--- config.mk ---
export PLATFORM = sky130hd
export DESIGN_NAME = ps2_host_tx
export DESIGN_NICKNAME = d
export VERILOG_FILES = /design/src/rtl/ps2_pkg.sv /design/src/rtl/ps2_sync_edge.sv /design/src/rtl/ps2_host_tx.sv
export SDC_FILE = /design/constraint.sdc
export NUM_CORES = 1
export LEC_CHECK = 0
export CELL_PAD_IN_SITES_DETAIL_PLACEMENT = 1
export CELL_PAD_IN_SITES_GLOBAL_PLACEMENT = 2
export CORE_MARGIN = 2
export CORE_UTILIZATION = 40
export CTS_CLUSTER_SIZE = 40
export DETAILED_ROUTE_END_ITERATION = 8
export PLACE_DENSITY = 0.82
export SYNTH_ARGS = -nofsm -noshare
export SYNTH_HDL_FRONTEND = slang
export SYNTH_HIERARCHICAL = 1
export SYNTH_SLANG_ARGS = --single-unit
--- constraint.sdc ---
create_clock -name clk -period 3.5 [get_ports clk]
set_input_delay 0.7 -clock clk [delete_from_list [all_inputs] [get_ports clk]]
set_output_delay 0.7 -clock clk [all_outputs]
set_load 0.02 [all_outputs]
--- src/rtl/ps2_pkg.sv ---
// Shared PS/2 definitions for the host transmit and device receive paths.
// Holds the transmitter state encoding, default timing constants and the parity helper.
package ps2_pkg;

  typedef enum logic [2:0] {
    ST_IDLE,
    ST_INHIBIT,
    ST_RTS,
    ST_DATA,
    ST_PARITY,
    ST_STOP,
    ST_ACK,
    ST_WAIT_IDLE
  } ps2_tx_state_t;

  // 100 us and 15 ms at a 50 MHz system clock
  localparam int PS2_INHIBIT_CYCLES = 5000;
  localparam int PS2_TIMEOUT_CYCLES = 750000;

  function automatic logic odd_parity(input logic [7:0] d);
    return ~^d;
  endfunction

endpackage

--- src/rtl/ps2_sync_edge.sv ---
// Two-flop synchronizer for the PS/2 clock and data pins, plus a one-cycle clock falling-edge strobe.
// Latency: pin to sync output 2 cycles, pin to clk_fall 3 cycles; no backpressure.
module ps2_sync_edge (
  input  logic clk,
  input  logic reset,
  input  logic clk_pin,
  input  logic data_pin,
  output logic clk_sync,
  output logic data_sync,
  output logic clk_fall
);

  logic [1:0] clk_ff;
  logic [1:0] data_ff;
  logic       clk_dly;
  logic       fall_q;

  // Reset to the idle bus level (both lines pulled high) so release does not fake an edge
  always_ff @(posedge clk or negedge reset) begin
    if (!reset) begin
      clk_ff  <= 2'b11;
      data_ff <= 2'b11;
      clk_dly <= 1'b1;
      fall_q  <= 1'b0;
    end else begin
      clk_ff  <= {clk_ff[0], clk_pin};
      data_ff <= {data_ff[0], data_pin};
      clk_dly <= clk_ff[1];
      fall_q  <= clk_dly & ~clk_ff[1];
    end
  end

  assign clk_sync  = clk_ff[1];
  assign data_sync = data_ff[1];
  assign clk_fall  = fall_q;

endmodule

--- src/rtl/ps2_host_tx.sv ---
// PS/2 host-to-device byte transmitter (inhibit, RTS, 8 data, odd parity, stop, ACK); open-drain via OEs.
// tx_ready only in IDLE; OE updates 1 cycle after the fall strobe. Timeout abort built with PS2_HOST_TX_TIMEOUT_EN.
module ps2_host_tx
  import ps2_pkg::*;
#(
  parameter int INHIBIT_CYCLES = PS2_INHIBIT_CYCLES,
  parameter int TIMEOUT_CYCLES = PS2_TIMEOUT_CYCLES
) (
  input  logic       clk,
  input  logic       reset,
  input  logic [7:0] tx_data,
  input  logic       tx_valid,
  output logic       tx_ready,
  input  logic       ps2_clk_in,
  input  logic       ps2_data_in,
  output logic       ps2_clk_oe,
  output logic       ps2_data_oe,
  output logic       tx_done,
  output logic       tx_ack,
  output logic       tx_err
);

  // Inhibit and timeout never overlap, so one counter sized for the longer interval serves both
  localparam int CNT_MAX = (INHIBIT_CYCLES > TIMEOUT_CYCLES) ? INHIBIT_CYCLES : TIMEOUT_CYCLES;
  localparam int CW      = $clog2(CNT_MAX + 1);

  ps2_tx_state_t state, state_nxt;
  logic          clk_sync, data_sync, fall;
  logic [7:0]    shreg;
  logic          par;
  logic [2:0]    bit_cnt;
  logic [CW-1:0] cnt;
  logic          handshake, inh_done, tmo_hit;

  ps2_sync_edge u_sync (
    .clk       (clk),
    .reset     (reset),
    .clk_pin   (ps2_clk_in),
    .data_pin  (ps2_data_in),
    .clk_sync  (clk_sync),
    .data_sync (data_sync),
    .clk_fall  (fall)
  );

  assign tx_ready  = (state == ST_IDLE);
  assign handshake = tx_valid & tx_ready;
  assign inh_done  = (state == ST_INHIBIT) && (cnt == CW'(INHIBIT_CYCLES - 1));

`ifdef PS2_HOST_TX_TIMEOUT_EN
  assign tmo_hit = (state != ST_IDLE) && (state != ST_INHIBIT) && (cnt == CW'(TIMEOUT_CYCLES));
`else
  assign tmo_hit = 1'b0;
`endif

  always_comb begin
    state_nxt = state;
    tx_done   = 1'b0;
    tx_err    = 1'b0;
    case (state)
      ST_IDLE:      if (tx_valid) state_nxt = ST_INHIBIT;
      ST_INHIBIT:   if (inh_done) state_nxt = ST_RTS;
      ST_RTS:       if (fall) state_nxt = ST_DATA;
      ST_DATA:      if (fall && bit_cnt == 3'd7) state_nxt = ST_PARITY;
      ST_PARITY:    if (fall) state_nxt = ST_STOP;
      ST_STOP:      if (fall) state_nxt = ST_ACK;
      ST_ACK:       if (fall) state_nxt = ST_WAIT_IDLE;
      ST_WAIT_IDLE: begin
        if (clk_sync && data_sync) begin
          tx_done   = 1'b1;
          state_nxt = ST_IDLE;
        end
      end
      default:      state_nxt = ST_IDLE;
    endcase
    if (tmo_hit) begin
      tx_done   = 1'b0;
      tx_err    = 1'b1;
      state_nxt = ST_IDLE;
    end
  end

  always_ff @(posedge clk or negedge reset) begin
    if (!reset) begin
      state       <= ST_IDLE;
      shreg       <= '0;
      par         <= 1'b0;
      bit_cnt     <= '0;
      cnt         <= '0;
      ps2_clk_oe  <= 1'b0;
      ps2_data_oe <= 1'b0;
      tx_ack      <= 1'b0;
    end else begin
      state <= state_nxt;

      if (handshake || inh_done) cnt <= '0;
      else if (state == ST_INHIBIT) cnt <= cnt + 1'b1;
`ifdef PS2_HOST_TX_TIMEOUT_EN
      else if (state != ST_IDLE) cnt <= fall ? '0 : cnt + 1'b1;
`endif

      case (state)
        ST_IDLE: begin
          if (tx_valid) begin
            shreg      <= tx_data;
            par        <= odd_parity(tx_data);
            bit_cnt    <= '0;
            tx_ack     <= 1'b0;
            ps2_clk_oe <= 1'b1;
          end
        end
        ST_INHIBIT: begin
          if (inh_done) begin
            ps2_clk_oe  <= 1'b0;
            ps2_data_oe <= 1'b1;
          end
        end
        // The first device fall after RTS already carries bit 0; the start bit went out with RTS
        ST_RTS, ST_DATA: begin
          if (fall) begin
            ps2_data_oe <= ~shreg[0];
            shreg       <= shreg >> 1;
            bit_cnt     <= bit_cnt + 1'b1;
          end
        end
        ST_PARITY: if (fall) ps2_data_oe <= ~par;
        ST_STOP:   if (fall) ps2_data_oe <= 1'b0;
        ST_ACK:    if (fall) tx_ack <= ~data_sync;
        default: ;
      endcase

      if (tmo_hit) begin
        ps2_clk_oe  <= 1'b0;
        ps2_data_oe <= 1'b0;
      end
    end
  end

endmodule

# == Word level (Yosys, flattened, before mapping) ==
# Index checks and enable logic that the tools add are counted.
# totals
wordCells,86
out_inout_bits,6
ff_bits,44
# op_classes
addsub,2
n_mux,30
n_eq_ne,18
n_bitwise,6
n_reduce_logical,18
# ops
cell,n
$mux W20,2
$mux W3,10
$pmux W3 S8,1
$add A20 B1 Y20 const B,1
$eq A20 B13 Y1 const B,1
$mux W8,2
$pmux W8 S2,1
$eq A3 B3 Y1 const B,5
$mux W1,10
$ne A2 B1 Y1 const B,5
$reduce_and A3 Y1,3
$ne A2 B2 Y1 const B,4
$reduce_and A8 Y1,1
$reduce_bool A2 Y1,4
$reduce_xnor A8 Y1,1
$eq A3 B2 Y1 const B,2
$pmux W3 S2,1
$reduce_and A5 Y1,1
$not A1 Y1,4
$pmux W1 S2,2
$pmux W1 S4,1
$reduce_bool A4 Y1,1
$add A3 B1 Y3 const B,1
$eq A3 B1 Y1 const B,1
other kinds (6),9

# == Logic depth before layout (Yosys ltp) ==
# Gate-level depths: netlist of run 1.
# logic_depth
depth_word,4
mapped_depth,9
depth_no_buf,7

# == Modules after synthesis ==
# The synthesis of run 1 kept the hierarchy.
# by_module_without_submodules
module,seq_area_each_um2,area_per_inst_um2,instances,cells_per_inst
ps2_host_tx,950.9,2183.3,1,237
ps2_sync_edge,156.4,170.2,1,7

# == Least setup slack after synthesis of run 1 ==
# OpenSTA, ideal clock, no wires.
# synth_timing
kind,register to register
startpoint,register state[1]
endpoint,register state[0]
arrival_ns,1.969
setup_slack_ns,1.407
n_path_buf,2
period_less_slack_ns,2.093
stages_incl_launch_ff,7
setup_ns,0.124
path_cell_list,dfrtp_1 buf_6 or3b_1 buf_6 or4_4 o21a_1 o31a_1
# synth_via
elab_chain_len,4
elab_cells_between_ends,19
cone_classes,eq/ne (15); mux (1); reduce/logical (3)
# synth_lines
item,line_no,text
from (decl),ps2_host_tx.sv:27,"ps2_tx_state_t state, state_nxt;"
from (signal assigned),ps2_host_tx.sv:93,state <= state_nxt;
$eq A3 B1 Y1,"ps2_host_tx.sv:47, ps2_host_tx.sv:59",
$logic_and A1 B1 Y1,ps2_host_tx.sv:47,assign inh_done = (state == ST_INHIBIT) && (cnt == CW'(INHIBIT_CYCLES - 1));
$ne A2 B2 Y1 (no source line),--,
$reduce_and A8 Y1 (no source line),--,
# Several ways; a longest one is shown, not always the timed one.
# A chain may end at the register's enable or synchronous reset.

# == Final worst setup path of run 1 ==
# layout_timing
startpoint,register state[1]
endpoint,output tx_ready
# layout_via
elab_chain_len,1
# layout_lines
item,line_no,text
$logic_not A3 Y1,ps2_host_tx.sv:45,assign tx_ready = (state == ST_IDLE);
to (decl),ps2_host_tx.sv:13,"output logic tx_ready,"
# Every way passes these cells.

==> results of run 1 <==
[metal layers]
metal / part of all wire (%) / wire [um] / track usage (%)
met3: 2.1 / 109 / 3.71
met1: 52 / 2640 / 25.8
met5: 0 / 0 / 0
met4: 1.2 / 63 / 5.08
met2: 45 / 2280 / 26.1
[report_power, final]
part / total [uW] / switching (uW) / internal [uW]
Combinational: 281 / 150 / 131
Sequential: 713 / 93.0 / 620
Clock: 401 / 186 / 215
[worst max-delay path, stage by stage, from the launching register on]
cell,delay [ns]
dfrtp_1,0.51
or2_4,0.34
nor2_1,0.23
clkdlybuf4s50_1,0.66
[worst max-delay path by stage]
stage                     startpoint        to  slack (ns)  cells past startpoint
after detailed placement    tx_valid   cnt[18]        0.86                      6
after global routing        state[1]  tx_ready        0.66                      3
after CTS                   state[1]  tx_ready        0.75                      3
after global placement      tx_valid   cnt[19]        0.89                      6
final                       state[1]  tx_ready        0.77                      3
after floorplan             state[1]  state[0]        1.41                      6
[stage by stage]
| step | setup slack, ns | hold slack, ns | util (%) |
|---|---|---|---|
| after floorplan | 1.41 | 0.345 | - |
| after global placement | 0.893 | 0.346 | 45.5 |
| after global routing | 0.661 | 0.364 | 47.5 |
| after detailed placement | 0.861 | 0.348 | 45.5 |
| final | 0.770 | 0.360 | 47.5 |
| after CTS | 0.753 | 0.362 | 47.5 |
[cell usage in the layout, fill, tap and decap left out, drive strengths merged, types with 2 or more instances in the layout]
master / n
nand3: 12
mux2i: 7
nor3b: 2
and3: 2
a21oi: 4
clkbuf: 5
clkdlybuf4s50: 16
or2: 2
and2: 2
ha: 6
dfstp: 5
nand2b: 2
nand4: 5
or4: 4
xnor2: 13
xor2: 12
nor3: 8
inv: 8
buf: 2
dfrtp: 39
nor4b: 2
nor2: 28
or3: 2
o21ai: 20
nand2: 28
nor4: 4
[flip-flops by register name, summed over array words and instances (netlist names), 2 cells and up]
name / flops
u_sync/data_ff: 2
shreg: 8
u_sync/clk_ff: 2
cnt: 20
state: 3
bit_cnt: 3
[final cells by class]
class	count	area, um2
Fill cell	667	2940
Clock buffer	5	68.8
Inverter	7	26.3
Multi-Input combinational cell	182	1150
Sequential cell	44	1110
Timing Repair Buffer	18	173
Tap cell	72	90.1
Clock inverter	3	46.3
[cell families after synthesis]
family / count (synthesis)
muxes: 8
xor gates and xnor gates: 25
other: 1
buffers and inverters: 18
AOI/OAI and AO/OA: 35
DFF: 44
adders and majority gates: 6
and+or+nand+nor: 107
==> flow_metrics.env, run 1 <==
export IMPL_start_util_pct=42.0
export IMPL_n_antenna_cell=0
export IMPL_syn_cell_area_um2=2350
export IMPL_tightestPinTransition_ns=0.994
export IMPL_grtUsageTotal_pct=17.6
export IMPL_synth_seq_area_share_pct=47.0
export IMPL_die_area_um2=6510
export IMPL_nets=277
export IMPL_hold_end="u_sync/data_ff[1]"
export IMPL_cts_buffer_depth=2
export IMPL_grt_pass1_vias=1732
export IMPL_drtAntennaViolNets=0
export IMPL_antenna_found_initial=0
export IMPL_reg2regPathDepth=7
export IMPL_cts_resized=0
export IMPL_placed_area_um2=2550
export IMPL_core_um2=5610
export IMPL_hpwlAfterDp_mm=3.69
export IMPL_ys_top_cells_by_area="dfrtp_1 (41%), dfstp_2 (5.6%), xnor2_1 (4.8%)"
export IMPL_synth_ff_latch_count=44
export IMPL_synthArstFlopShare_pct=100
export IMPL_avgSynthCellArea_um2=9.65
export IMPL_cp_end_kind="primary output"
export IMPL_timing_fmax_mhz=366
export IMPL_clk_transition_reported_paths_ns=0.09
export IMPL_synth_top_area_share_pct=41.5
export IMPL_synth_xor_area_share_pct=9.30
export IMPL_synth_compound_area_share_pct=9.04
export IMPL_drv_slew=0
export IMPL_r2r_start="state[2]"
export IMPL_r2r_end="bit_cnt[1]"
export IMPL_post_cts_repair_setup_buffers=0
export IMPL_crit_path_start_kind="flop"
export IMPL_synth_top_area_cell="dfrtp_1"
export IMPL_yosysWarningCount=6
export IMPL_yosysMostFrequentCell="dfrtp_1"
export IMPL_status="complete, no violations"
export IMPL_post_route_drc_count=0
export IMPL_total_power_uw=1390
export IMPL_synthAdderAreaFrac_pct=3.19
export IMPL_crit_type="reg2out"
export IMPL_grt_max_degree=45
export IMPL_hold_viol_final=0
export IMPL_rsz0062_at_grt="false"
export IMPL_setup_viol=0
export IMPL_wl_mm=5.09
export IMPL_placedCellCount=323
export IMPL_grt_ovfl_total=0
export IMPL_fin_crit_ns=2.73
export IMPL_cp_max_fo=12
export IMPL_min_path_type="reg2reg"
export IMPL_required_ns=2.80
export IMPL_setup_tns_final_ns=0
export IMPL_grt_pass1_wl_mm=8.73
export IMPL_yosys_most_used_dff="dfrtp_1"
export IMPL_relSlewSlack_pct=33.8
export IMPL_drive_above_1_share_pct=9.65
export IMPL_first_pass_iters=4
export IMPL_io_pins=19
export IMPL_synth_enable_flop_cells=0
export IMPL_port_buffers=17
export IMPL_yosys_area_share_simple_pct=23.9
export IMPL_regToRegSetupSlack_ns=1.15
export IMPL_gp_congestion=0.758
export IMPL_ys_types=50
export IMPL_cts_made_buffers=5
export IMPL_fin_cells=331
export IMPL_leakagePower_uw=0.00109
export IMPL_std_cell_rows=27
export IMPL_holdPathStages=0
export IMPL_synth_common_cells="dfrtp_1 (39), nor2_1 (28), nand2_1 (27), o21ai_0 (20), xnor2_1 (13)"
export IMPL_synthCells=244
export IMPL_drtIter0Drc=58
export IMPL_arrival_ns=2.03
export IMPL_ir_drop_mv=0.315
export IMPL_dieHeight_um=80.7
export IMPL_routedWlPerCell_um=15.4
export IMPL_num_vias=1746
export IMPL_min_from="u_sync/data_ff[0]"
export IMPL_timing_final_crit_share_pct=78.0
export IMPL_vias_per_cell=5.27
export IMPL_skew_ns=0.00519
export IMPL_synth_mux_area_share_pct=3.46
export IMPL_synth_top_family_by_area="simple AND/OR/NAND/NOR gates"
export IMPL_clock_root_buffer="clkbuf_8"
export IMPL_tritoncts="done"
export IMPL_max_cap_violations=0
export IMPL_h_tree_depth=2
export IMPL_clk_latency_ns=0.30
export IMPL_synthToLayoutAreaGrowth_pct=13.3
export IMPL_design_area_um2=2670
export IMPL_clock_sinks=44
export IMPL_cts_hold_buf=0
export IMPL_syn_num_nets=263
export IMPL_die_w_um=80.7
export IMPL_pwr_density_cell_nw_per_um2=523
No activity file was read; power rests on OpenSTA's default activity.
==> run 2: changes to the inputs <==
--- a/config.mk
+++ b/config.mk
@@ -8,10 +8,10 @@
 export CELL_PAD_IN_SITES_DETAIL_PLACEMENT = 1
 export CELL_PAD_IN_SITES_GLOBAL_PLACEMENT = 2
 export CORE_MARGIN = 2
-export CORE_UTILIZATION = 40
+export CORE_UTILIZATION = 33
 export CTS_CLUSTER_SIZE = 40
 export DETAILED_ROUTE_END_ITERATION = 8
-export PLACE_DENSITY = 0.82
+export PLACE_DENSITY = 0.72
 export SYNTH_ARGS = -nofsm -noshare
 export SYNTH_HDL_FRONTEND = slang
 export SYNTH_HIERARCHICAL = 1
==> constraint.sdc (replaced) <==
create_clock -name clk -period 2.3 [get_ports clk]
set_input_delay 0.46 -clock clk [delete_from_list [all_inputs] [get_ports clk]]
set_output_delay 0.46 -clock clk [all_outputs]
set_load 0.02 [all_outputs]
==> run 2 against run 1 <==
Net effect: setup slack worse by 0.65 ns; highest routed layer unchanged; final area up 5.0%; global-route usage down 1.2 points; wire length up 9.6%; largest power group unchanged; sequential share of layout area down 2.0 points; final cell count up 12%; via count up 4.0%; sequential power up 51%.
==> flow_metrics.env, run 2 (synthesis gave the netlist of run 1 again) <==
export IMPL_drtIter0Drc=73
export IMPL_wl_mm=5.58
export IMPL_largest_register_ffs=20
export IMPL_critPathBufInv=0
export IMPL_io_pins=19
export IMPL_setup_viol=0
export IMPL_synthToLayoutAreaGrowth_pct=18.9
export IMPL_critPathMaxStageDelay_ns=0.60
export IMPL_total_power_uw=2030
export IMPL_fin_ws_ns=0.118
export IMPL_hold_worst_slack_ns=0.0101
export IMPL_clock_sinks=44
export IMPL_cts_made_buffers=5
export IMPL_std_cell_rows=30
export IMPL_hpwlAfterDp_mm=4.26
export IMPL_cts_hold_buf=0
export IMPL_final_common_cell="dfrtp_1"
export IMPL_nets=293
export IMPL_skew_ns=0.00498
export IMPL_grt_max_degree=22
export IMPL_drtAntennaViolNets=0
export IMPL_max_cap_violations=0
export IMPL_timing_final_crit_share_pct=94.9
export IMPL_drive_above_1_share_pct=14.5
export IMPL_clk_transition_reported_paths_ns=0.09
export IMPL_status="complete, no violations"
export IMPL_tritoncts="done"
export IMPL_regMostFlops="cnt"
export IMPL_post_cts_repair_setup_buffers=0
export IMPL_min_path_type="in2async"
export IMPL_clock_root_buffer="clkbuf_8"
export IMPL_fin_util_pct=41.0
export IMPL_die_area_um2=7820
export IMPL_grtUsageTotal_pct=16.3
export IMPL_n_antenna_cell=0
export IMPL_num_vias=1815
export IMPL_die_w_um=88.5
export IMPL_cp_end_kind="flop"
export IMPL_crit_type="reg2reg"
export IMPL_antenna_found_initial=0
export IMPL_path_cells="nor4b_1 > nand3_1 > or4_4 > o21a_1 > o31a_1"
export IMPL_leakagePower_uw=0.00116
export IMPL_cts_buffer_depth=2
export IMPL_mostFrequentLayoutCells="dfrtp_1 (39), nor2_1 (28), nand2_1 (27)"
export IMPL_arrival_ns=2.37
export IMPL_drv_slew=0
export IMPL_cp_slowest_cell="or4_4"
export IMPL_fin_crit_ns=2.18
export IMPL_grt_pass1_wl_mm=9.91
export IMPL_dieHeight_um=88.5
export IMPL_port_buffers=17
export IMPL_cp_max_fo=4
export IMPL_routedWlPerCell_um=15.0
export IMPL_start_util_pct=34.5
export IMPL_required_ns=2.49
export IMPL_core_um2=6830
export IMPL_dp_slack_ns=0.00903
export IMPL_first_pass_iters=4
export IMPL_pwr_density_cell_nw_per_um2=727
export IMPL_ir_drop_mv=0.349
export IMPL_grt_ovfl_total=0
export IMPL_h_tree_depth=2
export IMPL_path_delay_family="simple AND/OR/NAND/NOR gates"
export IMPL_grt_pass1_vias=1969
export IMPL_rsz0062_at_grt="false"
export IMPL_setup_tns_final_ns=0
export IMPL_post_route_drc_count=0
export IMPL_fillerInstances=806
export IMPL_timing_fmax_mhz=458
export IMPL_largestRegisters="cnt x20, shreg x8"
export IMPL_hold_viol_final=0
export IMPL_gp_congestion=0.780
export IMPL_crit_path_start_kind="flop"
export IMPL_clk_latency_ns=0.30
export IMPL_vias_per_cell=4.89
==> run 2: worst reg2reg max path, delay by kind of cell (launching register included) <==
kind,cells,cell delay [ns]
and+or+nand+nor,3,1.19
AOI/OAI and AO/OA,2,0.45
DFF,1,0.43
==> run 2: final timing paths <==
check                                       start                 to  slack, ns  cells past startpoint
worst min register to register  u_sync/data_ff[0]  u_sync/data_ff[1]       0.36                      0
min in group clk                u_sync/data_ff[0]  u_sync/data_ff[1]       0.36                      0
worst max-delay path                       cnt[6]           state[0]       0.12                      5
max in group asynchronous                   reset     u_sync/clk_dly       1.73                      2
worst max register to register             cnt[6]           state[0]       0.12                      5
worst min-delay path                        reset         bit_cnt[0]       0.01                      1
==> run 2: metrics by stage <==
step / cells / cell area (um2)
after floorplan: 244 / 2350
after global placement: 363 / 2700
after detailed placement: 363 / 2700
after CTS: 371 / 2790
after global routing: 371 / 2800
final: 371 / 2800
==> run 2: cell type report <==
type                       count  area (um2)  area share, %
clock inverter                 1        7.51          0.268
inverter                       7        26.3          0.939
clock buffer                   7        86.3           3.08
sequential                    44        1110           39.6
timing repair buffer          34         292           10.4
tap                           96         120           4.29
multi-input combinational    182        1160           41.4
==> run 2: timing repair <==
action | 4_1_cts | 5_1_grt
endpoints found under the setup margin | 1 | 4
gates resized for setup | 1 | 1
gates cloned | 0 | 0
==> run 2: where the power goes <==
group | switching, uW | total [uW] | internal [uW] | leakage (uW)
registers | 134 | 1080 | 943 | 0.000557
clock network | 274 | 518 | 245 | 0.0000445
logic | 233 | 438 | 206 | 0.000559
==> run 2: routing by layer <==
| layer | vias up | wire length (um) | global-route usage, % |
|---|---|---|---|
| met1 | 894 | 2710 | 22.4 |
| li1 | 898 | - | - |
| met4 | 0 | 46 | 4.96 |
| met5 | - | 0 | 0 |
| met3 | 4 | 109 | 2.52 |
| met2 | 19 | 2710 | 26.7 |
